===== config.mk =====
export PLATFORM = sky130hd
export DESIGN_NAME = dm_port_arbiter
export DESIGN_NICKNAME = d
export VERILOG_FILES = /design/src/rtl/dm_port_arbiter.sv
export SDC_FILE = /design/constraint.sdc
export NUM_CORES = 1
export LEC_CHECK = 0
export ABC_CLOCK_PERIOD_IN_PS = 3410
export CAP_MARGIN = 20
export CORE_AREA = 2 2 125 127
export CTS_CLUSTER_SIZE = 24
export DETAILED_ROUTE_END_ITERATION = 8
export DIE_AREA = 0 0 127 129
export PLACE_DENSITY = 0.62
export SYNTH_ARGS = -nofsm -noshare
export SYNTH_HDL_FRONTEND = slang
export SYNTH_SLANG_ARGS = --single-unit

===== constraint.sdc =====
create_clock -name clk -period 3.41 [get_ports clk]
set_input_delay 0.682 -clock clk [delete_from_list [all_inputs] [get_ports clk]]
set_output_delay 0.682 -clock clk [all_outputs]
set_load 0.05 [all_outputs]

===== src/rtl/dm_port_arbiter.sv =====
// rtl/dm_port_arbiter.sv - CPU/loader arbiter for the MMU data port with FENCE.I copy sequencing
`timescale 1ns/1ps

module dm_port_arbiter #(
    parameter int RR_EN         = 1,
    parameter int FENCE_TIMEOUT = 20000
) (
    input  logic        clk,
    input  logic        resetb,

    input  logic        c_req,
    input  logic        c_we,
    input  logic        c_signed,
    input  logic [31:0] c_addr,
    input  logic [31:0] c_wdata,
    input  logic [3:0]  c_be,
    output logic        c_gnt,
    output logic        c_rvalid,
    output logic [31:0] c_rdata,

    input  logic        l_req,
    input  logic        l_we,
    input  logic [31:0] l_addr,
    input  logic [31:0] l_wdata,
    input  logic [3:0]  l_be,
    output logic        l_gnt,
    output logic        l_rvalid,
    output logic [31:0] l_rdata,

    input  logic        fence_req,
    output logic        fence_ack,
    output logic        fence_err,

    output logic [31:0] dm_addr,
    output logic [31:0] dm_di,
    output logic [3:0]  dm_be,
    output logic        dm_we,
    output logic        is_signed,
    output logic        fence_i,
    input  logic [31:0] dm_do,
    input  logic        fence_i_done
);

    typedef enum logic {
        S_ARB   = 1'b0,
        S_FENCE = 1'b1
    } state_t;

    typedef enum logic [1:0] {
        OWN_NONE = 2'd0,
        OWN_CPU  = 2'd1,
        OWN_LDR  = 2'd2
    } own_t;

    localparam logic [14:0] CNT_LAST = 15'(FENCE_TIMEOUT - 1);

    state_t      state_q, state_d;
    logic        last_ldr_q, last_ldr_d;
    logic [14:0] cnt_q, cnt_d;
    own_t        own_q, own_d;

    logic        arb_open;
    logic        cpu_first;
    logic        cpu_sel;
    logic        ldr_sel;
    logic        fence_tmo;

    // Grants are gated by resetb so an asserted reset silences the port without waiting for a clock.
    assign arb_open  = resetb && (state_q == S_ARB) && !fence_req;
    assign cpu_first = (RR_EN == 0) || last_ldr_q || !l_req;
    assign cpu_sel   = arb_open && c_req && cpu_first;
    assign ldr_sel   = arb_open && l_req && !cpu_sel;
    assign fence_tmo = (state_q == S_FENCE) && !fence_i_done && (cnt_q == CNT_LAST);

    always_ff @(posedge clk or negedge resetb) begin
        if (!resetb) begin
            state_q <= S_ARB;
        end else begin
            state_q <= state_d;
        end
    end

    always_comb begin
        state_d = state_q;
        case (state_q)
            S_ARB: begin
                if (fence_req) begin
                    state_d = S_FENCE;
                end
            end
            S_FENCE: begin
                if (fence_i_done || fence_tmo) begin
                    state_d = S_ARB;
                end
            end
            default: state_d = S_ARB;
        endcase
    end

    always_comb begin
        c_gnt     = 1'b0;
        l_gnt     = 1'b0;
        dm_addr   = '0;
        dm_di     = '0;
        dm_be     = '0;
        dm_we     = 1'b0;
        is_signed = 1'b0;
        fence_i   = 1'b0;
        fence_ack = 1'b0;
        fence_err = 1'b0;
        case (state_q)
            S_ARB: begin
                if (cpu_sel) begin
                    c_gnt     = 1'b1;
                    dm_addr   = c_addr;
                    dm_di     = c_wdata;
                    dm_be     = c_be;
                    dm_we     = c_we;
                    is_signed = c_signed;
                end else if (ldr_sel) begin
                    l_gnt     = 1'b1;
                    dm_addr   = l_addr;
                    dm_di     = l_wdata;
                    dm_be     = l_be;
                    dm_we     = l_we;
                end
            end
            S_FENCE: begin
                fence_i   = 1'b1;
                dm_be     = 4'b1111;
                fence_ack = fence_i_done;
                fence_err = fence_tmo;
            end
            default: ;
        endcase
    end

    // The counter only runs while FENCE persists; any exit or ARB cycle leaves it at zero.
    always_comb begin
        cnt_d      = '0;
        last_ldr_d = last_ldr_q;
        own_d      = OWN_NONE;
        if ((state_q == S_FENCE) && (state_d == S_FENCE)) begin
            cnt_d = cnt_q + 15'd1;
        end
        if (cpu_sel) begin
            last_ldr_d = 1'b0;
            own_d      = OWN_CPU;
        end else if (ldr_sel) begin
            last_ldr_d = 1'b1;
            own_d      = OWN_LDR;
        end
    end

    always_ff @(posedge clk or negedge resetb) begin
        if (!resetb) begin
            last_ldr_q <= 1'b1;
            cnt_q      <= '0;
            own_q      <= OWN_NONE;
        end else begin
            last_ldr_q <= last_ldr_d;
            cnt_q      <= cnt_d;
            own_q      <= own_d;
        end
    end

    // One-stage owner tag steers the MMU read data back to whoever was granted last cycle.
    assign c_rvalid = (own_q == OWN_CPU);
    assign l_rvalid = (own_q == OWN_LDR);
    assign c_rdata  = c_rvalid ? dm_do : 32'h0;
    assign l_rdata  = l_rvalid ? dm_do : 32'h0;

endmodule


# --- Yosys cells after proc, flatten, opt, wreduce, memory -nomap -nowiden ---
# Cells that the tools add are included.
classes:
  add_sub_neg: 1
  eq_ne: 3
  muxes: 32
  bitwise_logic: 1
  n_reduce_logical: 16
ops:
  columns: ["op", "n"]
  rows:
  - ["$mux W32", 8]
  - ["$mux W1", 17]
  - ["$add A15 B1 Y15 const B", 1]
  - ["$eq A15 B15 Y1 const B", 1]
  - ["$mux W15", 1]
  - ["$logic_and A1 B1 Y1", 9]
  - ["$mux W4", 2]
  - ["$pmux W4 S2", 1]
  - ["$logic_not A1 Y1", 4]
  - ["$mux W2", 2]
  - ["$eq A2 B1 Y1 const B", 1]
  - ["$eq A2 B2 Y1 const B", 1]
  - ["$logic_or A1 B1 Y1", 2]
  - ["$pmux W1 S2", 1]
  - ["$reduce_bool A2 Y1", 1]
  - ["$not A1 Y1", 1]
totals:
  register_bits: 19
  in_bits: 177
  output_inout_bits: 141
  elab_cells: 57

# --- Longest topological paths before layout ---
logic_depth:
  depth_word: 10
  mapped_depth: 7

# --- Least setup slack after synthesis ---
# OpenSTA, ideal clock, no wires.
synth_path:
  path_kind: "reg2out"
  start: "register state_q"
  end: "output port l_gnt"
  arrival_time_ns: 2.033
  slack_ns: 0.695
  path_stages_with_launch: 6
  n_path_buf: 2
  cell_sequence: "dfrtp_1 > nor3b_2 > and3_1 > buf_4 > buf_2 > nor2_1"
synth_via:
  elab_chain_cells: 10
  elab_cells_between_ends: 11
synth_rtl:
  columns: ["element", "line_no", "source"]
  rows:
  - ["start, declared", "57", "state_t state_q, state_d;"]
  - ["start signal, assigned", "79", "state_q <= state_d;"]
  - ["$not A1 Y1 *", null, null]
  - ["$logic_and A1 B1 Y1 * (2 in series)", "69", "assign arb_open = resetb && (state_q == S_ARB) && !fence_req;"]
  - ["$logic_and A1 B1 Y1 * (2 in series)", "71", "assign cpu_sel = arb_open && c_req && cpu_first;"]
  - ["via cpu_sel", "64", "logic cpu_sel;"]
  - ["$logic_not A1 Y1", "72", "assign ldr_sel = arb_open && l_req && !cpu_sel;"]
  - ["$logic_and A1 B1 Y1", "72", null]
  - ["$mux W1", "120", "end else if (ldr_sel) begin"]
  - ["$mux W1 *", "113", "if (cpu_sel) begin"]
  - ["$mux W1 *", "111", "case (state_q)"]
  - ["end, declared", "26", "output logic l_gnt,"]
# The timed path passes the listed nets; every way through them passes the cells marked *.

# --- Final worst setup path ---
layout_path:
  start: "input port resetb"
  end: "output port dm_di[2]"
layout_via:
  elab_chain_cells: 9
  elab_cells_between_ends: 10
layout_rtl:
  columns: ["element", "line_no", "source"]
  rows:
  - ["start, declared", "9", "input logic resetb,"]
  - ["$logic_and A1 B1 Y1 * (2 in series)", "69", null]
  - ["$logic_and A1 B1 Y1 (2 in series)", "71", null]
  - ["$logic_not A1 Y1", "72", null]
  - ["$logic_and A1 B1 Y1", "72", null]
  - ["$mux W32", "120", null]
  - ["$mux W32 *", "113", null]
  - ["$mux W32 *", "111", null]
  - ["end, declared", "35", "output logic [31:0] dm_di,"]
# Every way passes the cells marked *; elsewhere a longest branch is shown, timed or not.

==> summary.md <==
| Metric | Value |
|---|---|
| Chip Width | `127 um` |
| Gpl congestion | `0.826` |
| CP Depth | `7` |
| Antenna violations before repair | `0` |
| Post-Layout Cell Count | `744` |
| Sw Ratio | `37.6%` |
| CTS Hold Bufs | `0` |
| Required time worst endpoint | `2.73 ns` |
| Share of async-settable or async-resettable flops after synthesis | `100%` |
| Peak supply drop | `0.146 mV` |
| Chip height | `129 um` |
| Drt total wl | `14800 um` |
| Mapped Area | `0.00204 mm2` |
| Worst reg2reg path depth | `5` |
| Largest net degree at the start of global routing | `49` |
| Final min period | `3.22 ns` |
| Filler Cells Inserted | `1451` |
| TritonCTS sink count | `19` |
| Clk root buf | `clkbuf_16` |
| CTS H-tree lvls | `1` |
| Yosys reg bits | `19` |
| DR iter-0 viols | `144` |
| Synthesized Nets | `426` |
| Setup CP Type | `primary input to primary output` |
| P_int | `0.000840 W` |
| Worst R2R Start | `cnt_q[0]` |
| Io pins | `318` |
| # resized after CTS | `0` |
| Slew @ Worst Pin | `0.513 ns` |
| Reg power frac | `18.7%` |
| Worst Path Arrival | `2.54 ns` |
| Vias in the first global route | `3261` |
| DR WL/cell | `19.9 um` |
| Worst-path fanout max | `40` |
| Fin. max-slew vios | `0` |
| First-pass GRT wire length | `20200 um` |
| Switching power | `0.000505 W` |
| RSZ-0062 raised after global routing | `false` |
| Period Utilization, post-route | `94.5%` |
| Count leader, synth | `and2_1` |
| Clk_lat worst skew | `0.25 ns` |
| LEAKAGE | `2.62 nW` |
| Clk buf depth | `2` |
| Clk pwr share | `17.8%` |
| Final setup vio count | `0` |
| Worst setup SP type | `primary input` |
| Total power | `0.00135 W` |
| DP Wirelength | `12800 um` |
| Buf/Inv on CP | `4` |
| R2r setup slk | `1.63 ns` |
| DRC viols | `0` |
| Crit-path most repeated cell | `buf_12` |
| Register area share after synthesis | `23.3%` |
| Fin. Hold Viols | `0` |
| Max Freq | `310 MHz` |
| CP top delay family | `buffers and inverters` |
| CP Capture Type | `primary output` |
| Skew final | `0.00283 ns` |
| Top FF cell, synth | `dfrtp_1` |
| Starting Density | `13.7%` |
| Max_cap viols | `0` |
| Critical path, cell by cell | `clkdlybuf4s50_1 -> nor3b_2 -> and3_2 -> buf_12 -> buf_12 -> a22o_1 -> buf_12` |
| Comb power frac | `63.5%` |
| Final net count | `735` |
| Drt pass-1 iters | `4` |
| Floorplan core area | `0.0150 mm2` |
| GRT Total Usage | `16.4%` |
| CP Launch Point | `resetb` |
| Synthesis-to-finish area growth | `207%` |
| DP Worst Slack | `0.184 ns` |
| Die Area | `0.0164 mm2` |
| Post-synth top area share | `27.8%` |
| DR vias | `3236` |
| Vias per inst | `4.35` |
| Worst setup endpoint | `dm_di[2]` |
| Detail Route Antenna Nets | `0` |
| Crit-path slowest cell | `clkdlybuf4s50_1` |
| Relative slew slack | `65.8%` |
| Max stage delay on crit path | `0.52 ns` |
| # diodes | `0` |
| IO Port Bufs | `317` |
| TritonCTS clock tree | `built` |
| Fraction of layout cells with a size suffix above 1 | `28.2%` |
| Ys Warns | `0` |
| PwrDens | `214 mW/mm2` |
| Post-route setup TNS | `0 ns` |
| Num rows | `45` |
| Reg clk slew, reported paths | `0.05 ns` |
| Synth unique cells | `30` |
| Worst Slack Setup Final | `0.189 ns` |
| Gate count after technology mapping | `248` |
| Worst Hold Class | `flop to flop` |
| Cts bufs inserted | `3` |
| Post-synth EDFFs | `0` |
| Cells after DPL | `740` |
| Synth cell count leaders | `66 x and2_1, 65 x a22o_1, 18 x dfrtp_1, 18 x nor2_1, 14 x buf_2` |
| Reg-to-Reg End | `state_q` |
| Grt ovf | `0` |
| Syn_area_per_cell | `8.24 um2` |
| Area leader, netlist | `a22o_1` |
| Top cells by area, synth | `a22o_1 28%, dfrtp_1 22%, and2_1 20%` |
| Post-CTS Setup Repair Bufs | `0` |
| Status | `completed` |
[kinds of logic after synthesis]
group,after synthesis,share of synthesized area [%]
compound gates,72,30.6
xor+xnor,13,5.57
fa+ha+maj,1,0.612
buf+inv,26,6.18
flops,19,23.3
simple gates,117,33.7
[sequential cells by signal, summed over array words and instances, names as in the netlist]
name,count
own_q,2
cnt_q,15
last_ldr_q,1
state_q,1
[layer usage]
layer	wire length, um	track usage, %	up-vias
met5	0	0	-
met4	261	4.01	0
met3	1370	4.78	17
met2	7640	30.3	195
met1	5510	18.5	1502
li1	-	-	1522
[worst min-delay path by stage]
stage	end	from	cells after the start
3_3_place_gp	cnt_q[0]	cnt_q[0]	1
5_1_grt	cnt_q[0]	cnt_q[0]	1
2_1_floorplan	cnt_q[0]	resetb	0
6_report	cnt_q[0]	cnt_q[0]	1
3_5_place_dp	cnt_q[0]	cnt_q[0]	1
4_1_cts	cnt_q[0]	cnt_q[0]	1
[worst reg2reg max path: cells and delay by family (launching register included)]
kind / cells / cell delay [ns]
DFF: 1 / 0.39
adders and majority gates: 1 / 0.22
and+or+nand+nor: 3 / 0.90
AOI/OAI and AO/OA: 1 / 0.13
[layout by cell type (no fill, tap or decap), drive strengths merged, types with 5 or more instances in the layout]
cell           Yosys  final
a22o              65     65
and2              66     66
buf               16    150
clkdlybuf4s50      0    178
dfrtp             18     18
nand2              5      5
nand3              5      5
nor2              19     19
xnor2              6      6
xor2               7      7
[power groups by stage]
stage	combinational [W]	sequential (W)	clock, W
after floorplan	0.000348	0.000256	0
final	0.000855	0.000252	0.000239
after CTS	0.000861	0.000252	0.000246
after detailed placement	0.000858	0.000256	0
after global routing	0.000886	0.000253	0.000255
after global placement	0.000852	0.000254	0
[area by class of cell]
type,instances,area (um2),share of cell area [%]
sequential,19,477,7.60
multi-input combinational,203,1440,23.0
timing repair buffer,328,4030,64.3
inverter,2,7.51,0.120
tap,188,235,3.75
clock buffer,4,78.8,1.26
[through the flow]
step	cell area, um2	hold slack (ns)	utilization [%]
after global routing	6270	0.511	41.9
after global placement	6200	0.480	41.4
after detailed placement	6200	0.490	41.4
final	6270	0.495	41.9
after CTS	6270	0.498	41.9
after floorplan	2040	0.386	-
Power figures use the tool's default switching activity.
